## config.mk

```make
export PLATFORM = sky130hd
export DESIGN_NAME = fifo_read_arbiter
export DESIGN_NICKNAME = d
export VERILOG_FILES = /design/src/rtl/fifo_read_arbiter.sv
export SDC_FILE = /design/constraint.sdc
export NUM_CORES = 1
export LEC_CHECK = 0
export ABC_AREA = 1
export ABC_CLOCK_PERIOD_IN_PS = 3900
export CORE_MARGIN = 8
export CORE_UTILIZATION = 54
export DETAILED_ROUTE_END_ITERATION = 12
export DONT_BUFFER_PORTS = 1
export PLACE_DENSITY_LB_ADDON = 0.15
export SYNTH_ARGS = -nofsm -noshare
export SYNTH_HDL_FRONTEND = slang
export SYNTH_SLANG_ARGS = --single-unit
```

## constraint.sdc

```tcl
create_clock -name RClk -period 3.9 [get_ports RClk]
set_input_delay 1.17 -clock RClk [delete_from_list [all_inputs] [get_ports RClk]]
set_output_delay 1.17 -clock RClk [all_outputs]
set_load 0.005 [all_outputs]
```

## src/rtl/fifo_read_arbiter.sv

```systemverilog
// rtl/fifo_read_arbiter.sv - round-robin read scheduler merging several FIFOs onto one valid/ready stream
//
// Drains up to NUM_FIFOS FIFOs that share the read clock RClk. A FIFO is granted
// for a burst of up to BURST_MAX reads, and then the grant rotates to the next index.
// Each read word is captured one cycle after its ReadEn pulse, tagged with its source
// index, and stored in a 2-entry output queue.
//
// Ports:
//   RClk        read clock shared with all FIFO read ports
//   PresetFull  asynchronous active-high reset
//   Enable_in   1 = new reads may be issued, 0 = only in-flight reads complete
//   Empty_in    Empty_out of FIFO i on bit i
//   FifoData_in Data_out of FIFO i on bits [i*DATA_WIDTH +: DATA_WIDTH]
//   ReadEn_out  one-hot (or zero) read enable to FIFO i
//   Data_out    head word of the output queue
//   Src_out     source FIFO index of Data_out
//   Valid_out   output queue non-empty
//   Ready_in    downstream takes the head word when Valid_out & Ready_in at an RClk edge
//   Busy_out    scheduler not idle, or a read is in flight

module fifo_read_arbiter #(
    parameter int DATA_WIDTH = 32,
    parameter int NUM_FIFOS  = 4,
    parameter int BURST_MAX  = 4,
    parameter int SRC_W      = $clog2(NUM_FIFOS)
) (
    input  logic                            RClk,
    input  logic                            PresetFull,
    input  logic                            Enable_in,
    input  logic [NUM_FIFOS-1:0]            Empty_in,
    input  logic [NUM_FIFOS*DATA_WIDTH-1:0] FifoData_in,
    output logic [NUM_FIFOS-1:0]            ReadEn_out,
    output logic [DATA_WIDTH-1:0]           Data_out,
    output logic [SRC_W-1:0]                Src_out,
    output logic                            Valid_out,
    input  logic                            Ready_in,
    output logic                            Busy_out
);

    typedef enum logic [1:0] {
        S_IDLE   = 2'd0,
        S_GRANT  = 2'd1,
        S_ROTATE = 2'd2
    } state_t;

    localparam logic [3:0] BURST_LIM = 4'(BURST_MAX);

    state_t                r_state;
    state_t                w_state_nxt;
    logic [SRC_W-1:0]      r_rr_ptr;
    logic [SRC_W-1:0]      w_rr_ptr_nxt;
    logic [SRC_W-1:0]      r_grant;
    logic [SRC_W-1:0]      w_grant_nxt;
    logic [3:0]            r_burst;
    logic [3:0]            w_burst_nxt;

    logic                  r_inflight_v;
    logic [SRC_W-1:0]      r_inflight_src;

    logic [DATA_WIDTH-1:0] r_q_data [2];
    logic [SRC_W-1:0]      r_q_src  [2];
    logic                  r_q_head;
    logic [1:0]            r_q_count;

    logic                  w_pop;
    logic                  w_issue;
    logic                  w_tail;
    logic [1:0]            w_credit;
    logic                  w_pick_valid;
    logic [SRC_W-1:0]      w_pick_idx;
    logic [SRC_W:0]        w_scan;
    logic [DATA_WIDTH-1:0] w_fifo_word [NUM_FIFOS];

    assign Valid_out = (r_q_count != 2'd0);
    assign Data_out  = r_q_data[r_q_head];
    assign Src_out   = r_q_src[r_q_head];
    assign Busy_out  = (r_state != S_IDLE) | r_inflight_v;

    assign w_pop = Valid_out & Ready_in;
    // A pop in this cycle frees a slot at the same edge. Counting it here
    // lets a burst sustain one word per cycle while Ready_in stays high.
    assign w_credit = r_q_count + {1'b0, r_inflight_v} - {1'b0, w_pop};
    assign w_issue  = (r_state == S_GRANT) & Enable_in & ~Empty_in[r_grant] & (w_credit < 2'd2);
    assign w_tail   = r_q_head ^ r_q_count[0];

    always_comb begin
        for (int i = 0; i < NUM_FIFOS; i++) begin
            w_fifo_word[i] = FifoData_in[i*DATA_WIDTH +: DATA_WIDTH];
        end
    end

    always_comb begin
        ReadEn_out          = '0;
        ReadEn_out[r_grant] = w_issue;
    end

    // Find the first non-empty FIFO at or after r_rr_ptr. The scan walks downward,
    // so the smallest offset is the last one written and wins.
    always_comb begin
        w_pick_valid = 1'b0;
        w_pick_idx   = '0;
        w_scan       = '0;
        for (int k = NUM_FIFOS - 1; k >= 0; k--) begin
            w_scan = {1'b0, r_rr_ptr} + (SRC_W+1)'(k);
            if (w_scan >= (SRC_W+1)'(NUM_FIFOS)) begin
                w_scan = w_scan - (SRC_W+1)'(NUM_FIFOS);
            end
            if (!Empty_in[w_scan[SRC_W-1:0]]) begin
                w_pick_valid = 1'b1;
                w_pick_idx   = w_scan[SRC_W-1:0];
            end
        end
    end

    always_comb begin
        w_state_nxt  = r_state;
        w_grant_nxt  = r_grant;
        w_burst_nxt  = r_burst;
        w_rr_ptr_nxt = r_rr_ptr;
        case (r_state)
            S_IDLE: begin
                if (Enable_in && w_pick_valid) begin
                    w_grant_nxt = w_pick_idx;
                    w_burst_nxt = '0;
                    w_state_nxt = S_GRANT;
                end
            end
            S_GRANT: begin
                if (w_issue) begin
                    w_burst_nxt = r_burst + 4'd1;
                end
                if ((w_issue && (r_burst + 4'd1 == BURST_LIM)) || Empty_in[r_grant] || !Enable_in) begin
                    w_state_nxt = S_ROTATE;
                end
            end
            S_ROTATE: begin
                w_rr_ptr_nxt = (r_grant == SRC_W'(NUM_FIFOS - 1)) ? '0 : r_grant + SRC_W'(1);
                w_state_nxt  = S_IDLE;
            end
            default: w_state_nxt = S_IDLE;
        endcase
    end

    always_ff @(posedge RClk or posedge PresetFull) begin
        if (PresetFull) begin
            r_state  <= S_IDLE;
            r_rr_ptr <= '0;
            r_grant  <= '0;
            r_burst  <= '0;
        end else begin
            r_state  <= w_state_nxt;
            r_rr_ptr <= w_rr_ptr_nxt;
            r_grant  <= w_grant_nxt;
            r_burst  <= w_burst_nxt;
        end
    end

    // A read issued on one edge lands in the queue on the next edge. If reset
    // arrives in between, that word is dropped.
    always_ff @(posedge RClk or posedge PresetFull) begin
        if (PresetFull) begin
            r_inflight_v   <= 1'b0;
            r_inflight_src <= '0;
            r_q_head       <= 1'b0;
            r_q_count      <= 2'd0;
            r_q_data[0]    <= '0;
            r_q_data[1]    <= '0;
            r_q_src[0]     <= '0;
            r_q_src[1]     <= '0;
        end else begin
            r_inflight_v <= w_issue;
            if (w_issue) begin
                r_inflight_src <= r_grant;
            end
            if (r_inflight_v) begin
                r_q_data[w_tail] <= w_fifo_word[r_inflight_src];
                r_q_src[w_tail]  <= r_inflight_src;
            end
            if (w_pop) begin
                r_q_head <= ~r_q_head;
            end
            r_q_count <= r_q_count + {1'b0, r_inflight_v} - {1'b0, w_pop};
        end
    end

endmodule

```

* After elaboration in Yosys (flattened, before gate mapping)
Index checks and enable logic that the tools add are counted.
Storage, ports and cells: output and inout bits 40, input port bits 136, register bits 84
Cells by class: bitwise logic cells 12, reduce and logical (&&, ||, !) cells 14, magnitude comparators 15, add/subtract/negate cells 11, equality and inequality tests 7, multiplexer cells 46
Operator list (number):
- $mux W32 | 6
- $bmux W32 S2 | 1
- $bwmux W64 | 1
- $demux W32 S1 | 1
- $mux W2 | 15
- $lt A2 B3 Y1 const B | 5
- $ge A3 B3 Y1 const B | 4
- $bmux W1 S2 | 5
- $mux W1 | 10
- $mux W4 | 2
- $pmux W4 S2 | 1
- $sub A2 B1 Y2 const B | 4
- $add A2 B2 Y3 const B | 2
- $reduce_bool A2 Y1 | 3
- $add A4 B1 Y4 const B | 1
- $and A1 B1 Y1 | 4
- $and A4 B4 Y4 | 1
- $bwmux W4 | 1
- $eq A2 B2 Y1 const B | 2
- $eq A4 B3 Y1 const B | 1
- $ge A2 B2 Y1 const B | 2
- $logic_and A1 B1 Y1 | 4
- $ne A2 B2 Y1 const B | 2
- $not A1 Y2 | 2
- other kinds (22) | 25

* Depth between registers and ports, before layout
Gate-level depths: netlist of the first run.
depth after elaboration 12, gate-level depth with buffers 12

* Worst setup path before layout of the first run
OpenSTA, ideal clock, no wires.
path kind input port to output port, start input port Ready_in, end output port ReadEn_out[0], slack 0.346 ns, cell stages on the path 9, data required time 2.730 ns, arrival time 2.384 ns, cell sequence nand2_1 inv_1 ha_1 inv_1 ha_1 xor2_1 nand2_1 buf_2 nor2_1
Between the ends: cells in the longest elaborated chain, start to end 5
RTL lines:
- start, declared | line 36 | input logic Ready_in,
- $and A1 B1 Y1 | line 79 | assign w_pop = Valid_out & Ready_in;
- named net w_pop | line 65 | logic w_pop;
- $sub A2 B1 Y2 | line 82 | assign w_credit = r_q_count + {1'b0, r_inflight_v} - {1'b0, w_pop};
- $lt A2 B2 Y1 | line 83 | assign w_issue = (r_state == S_GRANT) & Enable_in & ~Empty_in[r_grant] & (w_credit < 2'd2);
- $and A1 B1 Y1 | line 83
- $and A4 B4 Y4 (no source line)
- end, declared | line 32 | output logic [NUM_FIFOS-1:0] ReadEn_out,
The timed path passes the listed nets, and every way through them passes these cells.

* Worst setup path in the final report of the first run
start input port Ready_in, end output port ReadEn_out[1]
Same word-level chain as after synthesis.

==> results summary, run 1 <==
The critical path's largest stage delay is 0.28 ns. The share of the clock period used by the worst path after layout is 0.923. TritonCTS built the clock tree. The largest total area in the synthesized netlist belongs to dfrtp_1. The xor and xnor area share after synthesis came out at 0.0122.

The maximum net fanout on the critical path is 5. Of the total synthesized cell area, the portion taken by AND, OR, NAND and NOR gates is 0.190. The net count reported at finish came out at 762.

The total global routing track utilization is 0.198. The yosys synthesis warning count came out at 0. The leakage power of the design came out at 0.00240 uW. Of the total synthesized cell area, the portion taken by full adders, half adders and majority gates is 0.0203. After clock tree synthesis, the repair step resized 0 gates.

The maximum vdd drop came out at 0.459 mV. Relative to the synthesized area, the layout overhead comes to 3.88%. The number of slew-limit violations in the final report is 0. The post-synthesis mux area share came out at 0.0730.

After technology mapping, the gate count stands at 639. The HPWL after detailed placement is 8770 um. The finished layout holds 734 standard cells, fillers aside.

The number of violations reported at the end of detailed-routing iteration 0 came out at 224. The fraction of synthesis flops using an asynchronous set or reset pin came out at 1.00. The number of failing setup endpoints in the final timing report came out at 0.

The detailed-routed wire length on met2 came out at 5930 um. Dividing total power by cell area gives a power density of 777 nW/um^2. After floorplanning, the core was divided into 35 placement rows. In this design, the largest share of critical-path delay is due to adder cells. The DRC violations left came out at 0.

The die area is 12500 um^2. Averaged over all synthesized cells, the footprint is 7.72 um^2. The post-synthesis sequential element count is 84. The share of synthesized area in the top cell type comes to 0.426. The number of port buffers is 0. The vias after detailed routing came out at 4203. The number of flops mapped to enable cells by yosys is 0. The share of the synthesized area in compound gates (AO/OA/AOI/OAI) came out at 0.186.

The horizontal die dimension is 112 um. The core region area came out at 9060 um^2. Signal routing reaches up to met4. The number of distinct library cells after synthesis is 29. The I/O pin count is 176. The global-route wire length before repair came out at 20200 um. Synthesis produced a netlist with a net count of 783.

The run finished with clean final reports. The total number of clock tree sinks came out at 84. The summed negative setup slack over all endpoints came out at 0 ns. The cell chosen for the clock root is clkbuf_8. The initial cell density of the core is 0.544.

The final hold violation count is 0. The number of global-route vias before repair came out at 4118. The met1 wire length came out at 5280 um.

The type of the setup path with the least slack is input port to output port. The clock transition at the registers of the reported paths is 0.08 ns. The number of inserted filler cells in the final layout is 840.

The worst path needs 3.60 ns of the cycle, external delays included. The average vias per placed instance is 5.73. Including well taps, the total number of placed cells is 718. Clock skew on the completed layout was measured at 0.0109 ns. The antenna diode count is 0.

The total iterations of the first detailed-routing run is 6. The max-cap check violation count is 0. The number of nets still failing antenna checks after routing is 0. The type of element capturing the critical path is an output port.

The path type of the worst min-delay path is flip-flop to flip-flop. The number of buffer and inverter instances along the worst setup path came out at 2. The aggregate global routing overflow is 0.

The final wirelength is 12400 um. The worst setup path is launched from an input port. The post-synth design cell area is 4930 um^2.

Yosys attributes the largest share of cell area to dfrtp_1, o21ai_0, nand2_1. The pin count of the biggest net entering global routing came out at 67. The fraction of layout cells with a size suffix above 1 is 0.108. The number of clock buffers inserted by TritonCTS is 9. The sequential cell area fraction in the yosys report came out at 0.426. The commonest register cell after synthesis is dfrtp_1.

The count of H-tree levels built during CTS came out at 3. The wire length on met3 is 1000 um. The normalized max-slew margin came out at 0.326. The critical path goes through nand2_1 > inv_1 > ha_1 > inv_1 > ha_1 > xor2_1 > nand2_1 > nor2_1. The number of antenna violations at the first check in global routing came out at 0. The longest clock path from root to sink contains 2 buffers. The dominant combinational cell family by area after synthesis is simple AND/OR/NAND/NOR gates. At the worst endpoint, the arrival time is 2.43 ns. The later pin in the worst-skew pair is clocked with a latency of 0.36 ns. The final RePlAce weighted congestion is 0.895. Setup repair after global routing left no endpoint under its margin. Dividing the detail-routed wire length by the instance count gives 16.9 um. The most common cell in the synthesized netlist is nand2_1. Counting instances in the post-synthesis netlist gives the leading cell types as nand2_1, o21ai_0, dfrtp_1. The transition at the pin with the smallest max-transition slack is 1.01 ns.

The slowest cell on the critical path is xor2_1. The required time of the critical path is 2.73 ns. The chip height came out at 112 um. The buffers inserted during post-CTS setup optimization is 0. Hold repair after CTS inserted 0 buffers. The maximum clock frequency is 278 MHz.
tightest hold or removal path, cell delays in order, from the launching register on:
cell	delay, ns
dfrtp_1	0.35
nand2_1	0.05
o21ai_0	0.06
cell type report:
class                           count  area (um^2)  share of cell area
Clock buffer                       11          141              0.0276
Clock inverter                      5         85.1              0.0166
Tap cell                          111          139              0.0271
Multi-Input combinational cell    456         2380               0.464
Sequential cell                    84         2100               0.411
Timing Repair Buffer                6         45.0             0.00879
Inverter                           61          233              0.0454
where the power goes:
group | switching [uW] | leakage, uW | internal [uW]
Combinational | 1170 | 0.00127 | 627
Clock | 317 | 0.000110 | 381
Sequential | 242 | 0.00102 | 1250
cell usage in the layout, fill, tap and decap left out, types with 2 or more instances in the layout:
master,instances
nand2_1,136
o21ai_0,129
dfrtp_1,82
nor2_1,80
inv_1,57
o22ai_1,32
mux2_2,32
nand3_1,10
clkbuf_8,10
ha_1,8
o21ai_1,7
buf_4,6
nand2_2,4
a21oi_1,3
xor2_1,3
xnor2_1,2
and2_1,2
inv_2,2
clkinv_4,2
bufinv_16,2
dfrtp_2,2
kinds of logic after synthesis:
family | Yosys count
buffers and inverters | 99
xor gates and xnor gates | 6
DFF | 84
muxes | 32
adders and majority gates | 8
and+or+nand+nor | 236
AOI/OAI and AO/OA | 174
through the flow:
step | setup slack (ns) | area [um^2] | total power [uW] | hold WS [ns] | utilization
floorplan | 0.346 | 4930 | 2920 | 0.453 | -
global placement | 0.429 | 4900 | 3230 | 0.469 | 0.540
detailed placement | 0.296 | 4900 | 3310 | 0.480 | 0.540
CTS | 0.291 | 5120 | 4020 | 0.500 | 0.565
global route | 0.0996 | 5120 | 4350 | 0.530 | 0.565
finish | 0.300 | 5120 | 3980 | 0.497 | 0.565
registers in the layout, summed over array words and instances, names as in the netlist:
| name | count |
|---|---|
| r_burst | 4 |
| r_grant | 2 |
| r_inflight_src | 2 |
| r_inflight_v | 1 |
| r_q_count | 2 |
| r_q_data | 64 |
| r_q_head | 1 |
| r_q_src | 4 |
| r_rr_ptr | 2 |
| r_state | 2 |
per-layer routing:
metal | track usage | vias up
met5 | 0 | -
met4 | 0.0711 | 0
met3 | 0.0676 | 15
met2 | 0.327 | 147
met1 | 0.235 | 1993
li1 | - | 2048
final timing paths:
check                             startpoint  cells past startpoint  slack (ns)       endpoint
worst max-delay path                Ready_in                      8        0.30  ReadEn_out[1]
worst min-delay path              r_q_src[2]                      2        0.50     r_q_src[2]
worst max register to register  r_q_count[0]                     12        1.54     r_burst[3]
worst min register to register    r_q_src[2]                      2        0.50     r_q_src[2]
max in group asynchronous         PresetFull                      2        2.43   r_q_data[22]
min in group asynchronous         PresetFull                      1        0.69   r_q_data[28]
(Power assumes the default switching activity.)
==> inputs of run 2 (changes only) <==
--- a/config.mk
+++ b/config.mk
@@ -6,9 +6,9 @@
 export NUM_CORES = 1
 export LEC_CHECK = 0
 export ABC_AREA = 1
-export ABC_CLOCK_PERIOD_IN_PS = 3900
+export ABC_CLOCK_PERIOD_IN_PS = 4450
 export CORE_MARGIN = 8
-export CORE_UTILIZATION = 54
+export CORE_UTILIZATION = 45
 export DETAILED_ROUTE_END_ITERATION = 12
 export DONT_BUFFER_PORTS = 1
 export PLACE_DENSITY_LB_ADDON = 0.15
==> constraint.sdc (replaced) <==
create_clock -name RClk -period 4.45 [get_ports RClk]
set_input_delay 1.335 -clock RClk [delete_from_list [all_inputs] [get_ports RClk]]
set_output_delay 1.335 -clock RClk [all_outputs]
set_load 0.1 [all_outputs]
==> results summary, run 2 (synthesis results as in run 1) <==
The flow ran to the end, and the final reports show no timing, DRC or antenna violations. The final RePlAce weighted congestion came out at 0.812. The max-cap check violation count came out at 0. The DRC violations left came out at 0. The number of antenna violations at the first check in global routing came to 0. After clock tree synthesis, the repair step resized 0 gates.

The total number of clock tree sinks came out at 84. The register with the most flip-flops in the layout has 64 of them. The count of H-tree levels built during CTS came out at 3. The buffers inserted during post-CTS setup optimization came out at 0. The area overhead of the layout relative to synthesis came out at 13.5%.

The horizontal die dimension is 121 um. The post-route non-filler standard cell count is 800. The I/O pin count came out at 176. The share of the clock period used by the worst path after layout is 0.952. The register with the highest flop count is r_q_data.

The path type of the worst min-delay path is flip-flop to flip-flop. Leaving out fill and tap cells, the most frequent cell in the layout is nand2_1. The vias after detailed routing came out at 4305.

The pre-CTS worst setup slack is 0.234 ns. The post-layout minimum cycle time came out at 4.24 ns. Setup violations remaining at the end of the flow were counted as 0. The maximum clock skew at final layout is 0.0132 ns. Dividing the detail-routed wire length by the instance count gives 16.4 um. The number of nets still failing antenna checks after routing is 0. The first TritonRoute pass finished after 4 iterations. The clock transition at the registers of the reported paths is 0.08 ns. The required time of the critical path came out at 3.12 ns. The number of global-route vias before repair came out at 4318. The CTS tree is built. After global routing the overflow that remains totals 0. The normalized max-slew margin is 0.250. The die area is 14600 um^2. The final wirelength is 13100 um. The cell total after placement is 784. The antenna diode count is 0.

The maximum net fanout on the critical path is 5. The chip height came out at 121 um. The clock passes through at most 2 buffers.

The final hold violation count is 0. The maximum clock frequency came out at 236 MHz. After legalization and detailed placement, the total HPWL measured 9350 um. The floorplan step defined a core boundary enclosing 10800 um^2.

For the worst-skew pair, the clock arrives at the later sink with an insertion delay of 0.34 ns. The post-route worst setup slack came out at 0.212 ns. The number of clock buffers inserted by TritonCTS came out at 9.

The largest registers in the layout are r_q_data (64), r_burst (4), r_q_src (4). The net count reported at finish is 799. Setup repair after global routing left no endpoint under its margin.

For this run, the total global-route usage over all layers was measured as 0.179. In this run the tool buffered the top-level ports with 0 buffer cells. The global-route wire length before repair is 21300 um. The tree is rooted in a clkbuf_8.

In the layout the commonest cells are nand2_1, o21ai_0, dfrtp_1. The type of the setup path with the least slack is input port to output port. The worst setup path is captured at an output port.

The pin count of the biggest net entering global routing is 67. The transition at the pin with the smallest max-transition slack came out at 1.13 ns. The startpoint kind of the worst setup timing path is an input port. The number of slew-limit violations in the final report is 0. The data arrival time of the worst path came out at 2.90 ns. The total of hold buffers inserted after clock tree synthesis is 0. The fraction of the core area covered by cells at the end of the flow is 0.519.

The fraction of layout cells with a size suffix above 1 came out at 0.215. The initial utilization of the core area, before any placement, comes to 0.457. The detailed router finished its first iteration with 189 violations. In this run the core area contains 38 standard-cell rows. The average vias per placed instance is 5.38.
[run 2: cell types whose count changed in the layout (fill, tap and decap cells not counted), sizes merged]
cell,before,now
clkinvlp,1,2
clkinv,3,4
clkbuf,11,10
buf,6,43
bufinv,2,1
[run 2: through the flow]
stage / hold WS, ns / instance area [um^2] / setup TNS [ns]
floorplan: 0.453 / 4940 / -0.586
finish: 0.494 / 5600 / 0
global route: 0.522 / 5600 / 0
global placement: 0.470 / 5400 / 0
CTS: 0.493 / 5600 / 0
detailed placement: 0.474 / 5400 / 0
[run 2: cell type report]
| class | count | area, um^2 |
|---|---|---|
| Timing Repair Buffer | 43 | 373 |
| Clock buffer | 10 | 138 |
| Inverter | 61 | 233 |
| Tap cell | 140 | 175 |
| Fill cell | 1055 | 5190 |
| Multi-Input combinational cell | 456 | 2510 |
| Sequential cell | 84 | 2110 |
| Clock inverter | 6 | 63.8 |
[run 2: routing by layer]
layer  vias up  part of all wire  global-route usage  wire [um]
met5         -                 0                   0          0
met4         0            0.0053              0.0500         69
met3         4             0.081              0.0462       1060
met2       128              0.52               0.316       6800
met1      2036              0.40               0.209       5220
li1       2137                 -                   -          -
[run 2: worst max-delay path, cell delays in order]
cell	delay [ns]
nand2_1	0.08
inv_1	0.05
ha_1	0.26
inv_1	0.04
ha_1	0.18
xor2_1	0.29
nand2_1	0.26
nor2_2	0.20
buf_12	0.19
[run 2: path summary, 6_finish.rpt]
check	from	endpoint	slack (ns)	cells after the start
max	Ready_in	ReadEn_out[2]	0.21	9
min	r_q_src[0]	r_q_src[0]	0.49	1
max reg2reg	r_q_count[0]	r_burst[3]	2.00	12
min reg2reg	r_q_src[0]	r_q_src[0]	0.49	1
max in group asynchronous	PresetFull	r_q_src[0]	2.44	2
min in group asynchronous	PresetFull	r_q_data[60]	1.12	1
Power of run 2 is not shown: default switching activity piles up to over one toggle a cycle in this logic, so the estimate is an artifact.
